<file path="src/rtl/rv_fetch_pkg.sv">
// rv_fetch_pkg: shared widths, NOP encoding and state encodings for the fetch front end
package rv_fetch_pkg;
  localparam int XLEN = 32;
  localparam logic [XLEN-1:0] RV_NOP = 32'h0000_0013;
  typedef enum logic [1:0] {SLOT_EMPTY, SLOT_PENDING, SLOT_FULL} slot_state_t;
  typedef enum logic {FETCH, DRAIN} fetch_state_t;
  function automatic logic [XLEN-1:0] word_align(input logic [XLEN-1:0] a);
    return a & ~XLEN'(3);
  endfunction
endpackage

</file>
<file path="src/rtl/if_prefetch_unit_if.sv">
// if_prefetch_unit_if: redirect, instruction-memory and decode handshakes of the fetch unit
interface if_prefetch_unit_if;
  import rv_fetch_pkg::*;
  logic            Redirect;
  logic [XLEN-1:0] RedirectPC;
  logic            ImemReq;
  logic [XLEN-1:0] ImemAddr;
  logic            ImemGnt;
  logic            ImemRvalid;
  logic [XLEN-1:0] ImemRdata;
  logic            InstrValid;
  logic [XLEN-1:0] Instr;
  logic [XLEN-1:0] InstrPC;
  logic            InstrReady;
  modport master (
    input  Redirect, RedirectPC, ImemGnt, ImemRvalid, ImemRdata, InstrReady,
    output ImemReq, ImemAddr, InstrValid, Instr, InstrPC
  );
  modport slave (
    output Redirect, RedirectPC, ImemGnt, ImemRvalid, ImemRdata, InstrReady,
    input  ImemReq, ImemAddr, InstrValid, Instr, InstrPC
  );
endinterface

</file>
<file path="src/rtl/ifq_slot_queue.sv">
// ifq_slot_queue: in-order slot ring (reserve at tail, fill oldest pending, pop at head, flush)
module ifq_slot_queue
  import rv_fetch_pkg::*;
#(
  parameter  int DEPTH = 2,
  localparam int PW    = $clog2(DEPTH),
  localparam int CW    = PW + 1
) (
  input  logic            clk,
  input  logic            reset,
  input  logic            flush,
  input  logic            reserve,
  input  logic [XLEN-1:0] reserve_pc,
  input  logic            fill,
  input  logic [XLEN-1:0] fill_data,
  input  logic            pop,
  output logic            head_full,
  output logic [XLEN-1:0] head_pc,
  output logic [XLEN-1:0] head_data,
  output logic [CW-1:0]   occ_cnt,
  output logic [CW-1:0]   pend_cnt
);
  slot_state_t     st     [DEPTH];
  logic [XLEN-1:0] pc_q   [DEPTH];
  logic [XLEN-1:0] data_q [DEPTH];
  logic [PW-1:0]   head, tail, fptr;
  // Responses are in order, so the oldest pending slot is always head + number of full slots.
  always_ff @(posedge clk) begin
    if (reset || flush) begin
      head <= '0;
      tail <= '0;
      fptr <= '0;
      st   <= '{default: SLOT_EMPTY};
    end else begin
      if (reserve) begin
        st[tail] <= SLOT_PENDING;
        tail     <= tail + PW'(1);
      end
      if (fill) begin
        st[fptr] <= SLOT_FULL;
        fptr     <= fptr + PW'(1);
      end
      if (pop) begin
        st[head] <= SLOT_EMPTY;
        head     <= head + PW'(1);
      end
    end
  end
  always_ff @(posedge clk) begin
    if (reserve) pc_q[tail] <= reserve_pc;
    if (fill) data_q[fptr] <= fill_data;
  end
  always_comb begin
    occ_cnt  = '0;
    pend_cnt = '0;
    for (int i = 0; i < DEPTH; i++) begin
      occ_cnt  = occ_cnt + CW'(st[i] != SLOT_EMPTY);
      pend_cnt = pend_cnt + CW'(st[i] == SLOT_PENDING);
    end
  end
  assign head_full = st[head] == SLOT_FULL;
  assign head_pc   = pc_q[head];
  assign head_data = data_q[head];
endmodule

</file>
<file path="src/rtl/if_prefetch_unit.sv">
// if_prefetch_unit: RV32I fetch front end (fetch PC, imem requests, prefetch queue, redirect drain).
// Define IF_PREFETCH_BYPASS_EN to forward a response straight to decode when the queue holds no full slot.
module if_prefetch_unit
  import rv_fetch_pkg::*;
#(
  parameter int              DEPTH    = 2,
  parameter logic [XLEN-1:0] RESET_PC = '0
) (
  input logic                  clk,
  input logic                  reset,
  if_prefetch_unit_if.master   bus
);
  localparam int CW = $clog2(DEPTH) + 1;
  fetch_state_t    state, state_nxt;
  logic [CW-1:0]   drop_cnt, drop_nxt, occ_cnt, pend_cnt;
  logic [XLEN-1:0] fetch_pc, head_pc, head_data;
  logic            head_full, grant, fill, discard, pop, bypass;
  // Responses still owed to flushed requests count against the queue so slots never overcommit.
  assign bus.ImemReq  = !reset && !bus.Redirect && ((occ_cnt + drop_cnt) < CW'(DEPTH));
  assign bus.ImemAddr = fetch_pc;
  assign grant        = bus.ImemReq && bus.ImemGnt;
  assign fill         = bus.ImemRvalid && state == FETCH && !bus.Redirect;
  assign discard      = bus.ImemRvalid && state == DRAIN;
`ifdef IF_PREFETCH_BYPASS_EN
  assign bypass = fill && !head_full;
`else
  assign bypass = 1'b0;
`endif
  assign bus.InstrValid = head_full || bypass;
  assign bus.Instr      = head_full ? head_data : bypass ? bus.ImemRdata : RV_NOP;
  assign bus.InstrPC    = bus.InstrValid ? head_pc : '0;
  assign pop            = bus.InstrValid && bus.InstrReady && !bus.Redirect;
  ifq_slot_queue #(.DEPTH(DEPTH)) u_queue (
    .clk        (clk),
    .reset      (reset),
    .flush      (bus.Redirect),
    .reserve    (grant),
    .reserve_pc (fetch_pc),
    .fill       (fill),
    .fill_data  (bus.ImemRdata),
    .pop        (pop),
    .head_full  (head_full),
    .head_pc    (head_pc),
    .head_data  (head_data),
    .occ_cnt    (occ_cnt),
    .pend_cnt   (pend_cnt)
  );
  always_comb begin
    drop_nxt  = bus.Redirect ? drop_cnt + pend_cnt - CW'(bus.ImemRvalid)
              : discard      ? drop_cnt - CW'(1)
              : drop_cnt;
    state_nxt = (bus.Redirect || discard) ? ((drop_nxt != '0) ? DRAIN : FETCH) : state;
  end
  always_ff @(posedge clk) begin
    if (reset) begin
      state    <= FETCH;
      drop_cnt <= '0;
      fetch_pc <= RESET_PC;
    end else begin
      state    <= state_nxt;
      drop_cnt <= drop_nxt;
      fetch_pc <= bus.Redirect ? word_align(bus.RedirectPC) : grant ? fetch_pc + XLEN'(4) : fetch_pc;
    end
  end
endmodule

</file>
<file path="src/flat_wrapper.sv">
// flat-port wrapper written by rule: the top's interface ports become plain ports
module if_prefetch_unit_flat import rv_fetch_pkg::*;
#(
  parameter int              DEPTH    = 2,
  parameter logic [XLEN-1:0] RESET_PC = '0
)
  (clk, reset, bus_Redirect, bus_RedirectPC, bus_ImemGnt, bus_ImemRvalid, bus_ImemRdata, bus_InstrReady, bus_ImemReq, bus_ImemAddr, bus_InstrValid, bus_Instr, bus_InstrPC);
  if_prefetch_unit_if bus_i ();
  input logic clk;
  input logic reset;
  input wire logic [$bits(bus_i.Redirect)-1:0] bus_Redirect;
  input wire logic [$bits(bus_i.RedirectPC)-1:0] bus_RedirectPC;
  input wire logic [$bits(bus_i.ImemGnt)-1:0] bus_ImemGnt;
  input wire logic [$bits(bus_i.ImemRvalid)-1:0] bus_ImemRvalid;
  input wire logic [$bits(bus_i.ImemRdata)-1:0] bus_ImemRdata;
  input wire logic [$bits(bus_i.InstrReady)-1:0] bus_InstrReady;
  output wire logic [$bits(bus_i.ImemReq)-1:0] bus_ImemReq;
  output wire logic [$bits(bus_i.ImemAddr)-1:0] bus_ImemAddr;
  output wire logic [$bits(bus_i.InstrValid)-1:0] bus_InstrValid;
  output wire logic [$bits(bus_i.Instr)-1:0] bus_Instr;
  output wire logic [$bits(bus_i.InstrPC)-1:0] bus_InstrPC;
  assign bus_i.Redirect = bus_Redirect;
  assign bus_i.RedirectPC = bus_RedirectPC;
  assign bus_i.ImemGnt = bus_ImemGnt;
  assign bus_i.ImemRvalid = bus_ImemRvalid;
  assign bus_i.ImemRdata = bus_ImemRdata;
  assign bus_i.InstrReady = bus_InstrReady;
  assign bus_ImemReq = bus_i.ImemReq;
  assign bus_ImemAddr = bus_i.ImemAddr;
  assign bus_InstrValid = bus_i.InstrValid;
  assign bus_Instr = bus_i.Instr;
  assign bus_InstrPC = bus_i.InstrPC;
  if_prefetch_unit #(.DEPTH(DEPTH), .RESET_PC(RESET_PC)) u_core (.clk(clk), .reset(reset), .bus(bus_i));
endmodule
</file>
<file path="config.mk">
export PLATFORM = sky130hd
export DESIGN_NAME = if_prefetch_unit_flat
export DESIGN_NICKNAME = d
export VERILOG_FILES = /design/src/rtl/rv_fetch_pkg.sv /design/src/rtl/if_prefetch_unit_if.sv /design/src/rtl/ifq_slot_queue.sv /design/src/rtl/if_prefetch_unit.sv /design/src/flat_wrapper.sv
export SDC_FILE = /design/constraint.sdc
export NUM_CORES = 1
export LEC_CHECK = 0
export CORE_UTILIZATION = 50
export CTS_CLUSTER_DIAMETER = 80
export DETAILED_ROUTE_END_ITERATION = 12
export PLACE_DENSITY = 0.88
export SYNTH_ARGS = -nofsm -noshare
export SYNTH_HDL_FRONTEND = slang
export SYNTH_SLANG_ARGS = --single-unit
</file>
<file path="constraint.sdc">
create_clock -name clk -period 3.97 [get_ports clk]
set_clock_uncertainty 0.05 [all_clocks]
set_input_delay 0.5955 -clock clk [delete_from_list [all_inputs] [get_ports clk]]
set_output_delay 0.5955 -clock clk [all_outputs]
set_load 0.05 [all_outputs]
</file>
# Word level (Yosys, flattened, before mapping)
# Memories as Yosys holds them, arrays and structs flattened. A register that Yosys moved wholly into a read port is not among the register bits.
# Index checks and enable logic that the tools add are counted.
op_classes:
  addsub: 10
  mul: 0
  div_mod_pow: 0
  order_cmp: 7
  n_eq_ne: 3
  shifts: 0
  mux: 29
  n_bitwise: 12
  n_reduce_logical: 20
ops:
  columns: ["op", "count"]
  rows:
  - ["$mux 32", 4]
  - ["$add 32x3->32 const B", 1]
  - ["$mux 4", 5]
  - ["$mux 2", 8]
  - ["$logic_and 1x1->1", 11]
  - ["$mux 1", 9]
  - ["$reduce_bool 2->1", 4]
  - ["$demux 2 s1", 3]
  - ["$ge 2x2->1 const B", 3]
  - ["$lt 2x1->1 const B", 3]
  - ["$not 1->2", 3]
  - ["$add 1x1->2", 2]
  - ["$add 2x2->2", 2]
  - ["$and 2x2->2", 2]
  - ["$and 4x4->4", 1]
  - ["$eq 2x1->1 const B", 2]
  - ["$not 2->2", 2]
  - ["$not 4->4", 1]
  - ["$or 2x2->2", 2]
  - ["$add 1x1->1 const B", 3]
  - ["$eq 2x2->1 const B", 1]
  - ["$logic_not 1->1", 2]
  - ["$logic_or 1x1->1", 2]
  - ["$lt 2x2->1 const B", 1]
  - ["4 further kinds", 4]
word_totals:
  regBits: 42
  latchBits: 0
  ramBits: 128
  romBits: 0
  inputBits: 70
  memories: 2
mem_list:
  columns: ["name", "depth", "word_bits", "read_ports", "rd_clocked_by_memory_dff", "write_ports", "line_no", "rtl"]
  rows:
  - ["u_core.u_queue.data_q", 2, 32, 1, 1, 1, "ifq_slot_queue.sv:25", "logic [XLEN-1:0] data_q [DEPTH];"]
  - ["u_core.u_queue.pc_q", 2, 32, 1, 1, 1, "ifq_slot_queue.sv:24", "logic [XLEN-1:0] pc_q [DEPTH];"]

# Logic depth before layout (Yosys ltp)
logic_depth:
  ltp_word: 14
  mapped_depth: 9

# Hierarchy
# From an unflattened synthesis, not the netlist that was laid out.
unflattened:
  cells_unflattened: 559
  hier_area_um2: 7697.4
by_module_without_submodules:
  columns: ["module", "n_inst", "cells_each", "area_per_inst_um2"]
  rows:
  - ["ifq_slot_queue", 1, 243, 5278.8]
  - ["if_prefetch_unit", 1, 316, 2418.6]

# Least setup slack after synthesis
# OpenSTA, ideal clock, no wires.
synth_path:
  path_kind: "flip-flop to flip-flop"
  start: "register u_core.u_queue.st[2] (netlist bit)"
  end: "memory u_core.u_queue.pc_q[0][10] (enable)"
  setup_ns: 0.419
  arrival_time_ns: 2.741
  slack_ns: 0.761
  stages_incl_launch_ff: 7
  path_buffers: 0
  period_less_slack_ns: 3.209
  path_cell_list: "dfxtp_1 -> or2_2 -> ha_1 -> o21ai_0 -> o2bb2ai_2 -> nand2_1 -> nor2_1"
synth_between:
  elab_chain_cells: 8
synth_lines:
  columns: ["item", "line_no", "rtl"]
  rows:
  - ["start: declaration", "ifq_slot_queue.sv:23", "slot_state_t st [DEPTH];"]
  - ["start signal: assignment", "ifq_slot_queue.sv:33", "st <= '{default: SLOT_EMPTY};"]
  - ["start signal: indexed assignment", "ifq_slot_queue.sv:36", "st[tail] <= SLOT_PENDING;"]
  - ["start signal: indexed assignment", "ifq_slot_queue.sv:40", "st[fptr] <= SLOT_FULL;"]
  - ["$reduce_bool 2->1", "ifq_slot_queue.sv:57", "occ_cnt = occ_cnt + CW'(st[i] != SLOT_EMPTY);"]
  - ["$add 1x1->2", "ifq_slot_queue.sv:57", null]
  - ["$add 2x2->2", "if_prefetch_unit.sv:19", "assign bus.ImemReq = !reset && !bus.Redirect && ((occ_cnt + drop_cnt) < CW'(DEPTH));"]
  - ["$lt 2x2->1", "if_prefetch_unit.sv:19", null]
  - ["$logic_and 1x1->1", "if_prefetch_unit.sv:19", null]
  - ["$logic_and 1x1->1", "if_prefetch_unit.sv:21", "assign grant = bus.ImemReq && bus.ImemGnt;"]
  - ["$mux 1", "ifq_slot_queue.sv:50", "if (reserve) pc_q[tail] <= reserve_pc;"]
  - ["$mux 1 (not written as such)", "ifq_slot_queue.sv:50", null]
  - ["end: declaration", "ifq_slot_queue.sv:24", null]
# No other way between the ends.

# Worst setup path after layout
layout_path:
  start: "register u_core.u_queue.st[2] (netlist bit)"
  end: "output bus_Instr[4]"
layout_between:
  elab_chain_cells: 5
layout_lines:
  columns: ["item", "line_no", "rtl"]
  rows:
  - ["$mux 2 (not written as such) (3 in a row)", "ifq_slot_queue.sv:61", "assign head_full = st[head] == SLOT_FULL;"]
  - ["$eq 2x2->1", "ifq_slot_queue.sv:61", null]
  - ["$mux 32", "if_prefetch_unit.sv:30", "assign bus.Instr = head_full ? head_data : bypass ? bus.ImemRdata : RV_NOP;"]
  - ["end: declaration", "flat_wrapper.sv:20", "output wire logic [$bits(bus_i.Instr)-1:0] bus_Instr;"]
# No other way between the ends. The select of a mux whose other input is x is not followed.

==> summary.txt <==
Core Util, Final: 0.698
crit path max fanout: 19
initial core utilization: 0.521
post-synthesis cell type count: 53
Vias per Instance: 5.60
design area: 9350 µm²
Hold Buf Count CTS: 0
Cells after DPL: 874
DRT iter0 DRCs: 522
global-route wire length before repair: 25500 µm
final WL: 16400 µm
CP arrival: 2710 ps
CTS H-tree depth: 4
WHS Path Cells: 1
Worst Setup Path Type: flop to output pin
multi-input logic area: 2260 µm²
post-synthesis adder-cell area fraction: 0.00825
Reg clk slew, reported paths: 60 ps
Reg area: 4550 µm²
RSZ-0062 raised after global routing: false
Min Hold Slack: 465 ps
Yosys reg bits: 165
total power draw: 3.99 mW
layout cells sized above 1: 0.0712
number of buffers created by CTS: 17
ys flop type: edfxtp_1
Slowest-stage cell, CP: clkdlybuf4s50_1
pin count of the biggest net entering global routing: 39
Crit path max-delay family: buffers and inverters
worst skew pair latency: 420 ps
flop2flop setup slack: 1270 ps
Sink Count: 165
Post-synth ARST share: 0
Synth Area in Compound Gates: 0.0660
Ports: 168
Placement Rows: 42
grt total ovfl: 0
routability congestion estimate: 0.802
Max Buffers Root-to-Sink: 2
CTS Root Cell: clkbuf_16
Synthesis Warnings: 0
CP Cell Sequence: nand2b_1, nor2_1, a21oi_4, buf_4, inv_1, nand2_1, clkdlybuf4s50_1
post-CTS resize count: 0
pwr dens: 427 nW/µm²
count of input and output buffers: 161
CORE AREA: 13400 µm²
post-synthesis cell area: 6980 µm²
max-slew violation count: 0
static leakage: 3.02 nW
HP Class: flop to flop
CTS tree: built
setup violators final: 0
Worst Path Buf+Inv: 3
Place WS: 1060 ps
count of final hold-check violations: 0
Total GRT Usage: 0.233
Post-CTS Repair Setup Buffers: 0
stages on the worst setup path: 7
DRT antenna net count: 0
fillcell total: 938
Worst R2R Path Depth: 8
Final WS setup: 612 ps
final setup TNS: 0 ps
slew at the pin with the worst max-slew slack: 800 ps
Req. time, crit path: 3320 ps
sequential share of the synthesized area: 0.651
initial antenna violation count: 0
cell count after synthesis: 553
DIE AREA: 14400 µm²
die span in x: 120 µm
most frequent cells in the layout: clkdlybuf4s50_1, edfxtp_1, nor2_1
max frequency: 298 MHz
Remaining DRCs: 0
most common cell after layout, fill and taps aside: clkdlybuf4s50_1
dpl hpwl: 11000 µm
Critical Path Start Type: flop
Layout area overhead: 34.0%
Die H: 120 µm
area fraction in and, or, nand and nor cells after synthesis: 0.140
critical path capture point type: output pin
Final Critical Period: 3360 ps
ant diodes: 0
crit-path max cell delay: 800 ps
number of global-route vias before repair: 4993
mux cell area share after synthesis: 0.0906
Avg Cell Area, Syn: 12.6 µm²
vias: 5071
Post-synth EDFFs: 124
largest family of logic cells by synthesized area: simple AND/OR/NAND/NOR gates
NumNets Final: 791
max_cap viols: 0
Slew HR: 0.467
Peak supply drop: 0.271 mV
DR WL/cell: 18.1 µm
Synth Area in XOR/XNOR: 0.0151
final non-filler cell total: 906
period utilization: 0.846
Detailed Routing Iterations Pass 1: 5
status: finished, final reports clean
placed cell areas: 8780 µm²
==> routing by layer <==
layer | share of wire | vias to the layer above | track usage | routed length (µm)
met5 | 0 | - | 0 | 0
met4 | 0.032 | 0 | 0.105 | 521
met3 | 0.065 | 46 | 0.0528 | 1080
met2 | 0.50 | 228 | 0.388 | 8220
met1 | 0.40 | 2410 | 0.289 | 6610
li1 | - | 2387 | - | -
==> final cells by class <==
| type | instances | share of cell area |
|---|---|---|
| clock buffer | 24 | 0.0494 |
| clock inverter | 8 | 0.0112 |
| inverter | 8 | 0.00321 |
| multi-input combinational | 352 | 0.242 |
| sequential | 165 | 0.486 |
| tap | 176 | 0.0236 |
| timing repair buffer | 173 | 0.184 |
==> worst register-to-register path, delay by kind of cell, from the launching register on <==
| kind | cells | cell delay [ps] |
|---|---|---|
| compound gates | 2 | 230 |
| flops | 1 | 320 |
| fa+ha+maj | 1 | 280 |
| buf+inv | 2 | 480 |
| simple gates | 3 | 1010 |
==> final timing paths <==
path,start,end
worst max register to register,u_core.u_queue.st[2]$_SDFF_PP0_,u_core.u_queue.pc_q[0][14]$_DFFE_PP_
worst min register to register,u_core.u_queue.st[2]$_SDFF_PP0_,u_core.u_queue.st[2]$_SDFF_PP0_
worst min-delay path,u_core.u_queue.st[2]$_SDFF_PP0_,u_core.u_queue.st[2]$_SDFF_PP0_
worst max-delay path,u_core.u_queue.st[2]$_SDFF_PP0_,bus_Instr[4]
==> registers in the layout (all words and copies together) (netlist names), 2 cells and up, named ones only <==
| signal | count |
|---|---|
| u_core.u_queue.data_q | 64 |
| u_core.u_queue.pc_q | 60 |
| u_core.bus.ImemAddr | 30 |
| u_core.u_queue.st | 4 |
| u_core.drop_cnt | 2 |
==> where the power goes <==
part	internal, mW	switching, mW
Clock	0.944	0.633
Combinational	0.170	0.263
Sequential	1.92	0.0569
Total	3.03	0.953
==> cell families (layout without fill, tap and decap cells) <==
logic type	Yosys count	after routing
AND/OR/NAND/NOR	203	203
buffers and inverters	39	213
AO/OA/AOI/OAI	66	66
multiplexers	63	63
adder cells (fa/ha/maj)	4	4
other	1	4
flip-flops	165	165
XOR/XNOR	12	12
==> Yosys cell counts, types with 9 or more instances <==
library cell  count  share of area
nand2_1          36          0.019
a21oi_1           9         0.0065
or3_1            12          0.011
dfxtp_1          41           0.12
a31oi_1          17          0.015
nand4_1          12          0.011
clkbuf_1         21          0.011
mux2i_1          62          0.089
nand3_1          19          0.014
nor2_1           82          0.044
o211ai_1         12          0.013
xor2_1            9          0.011
edfxtp_1        124           0.53
Note: power is estimated with default switching activity, not from simulation.
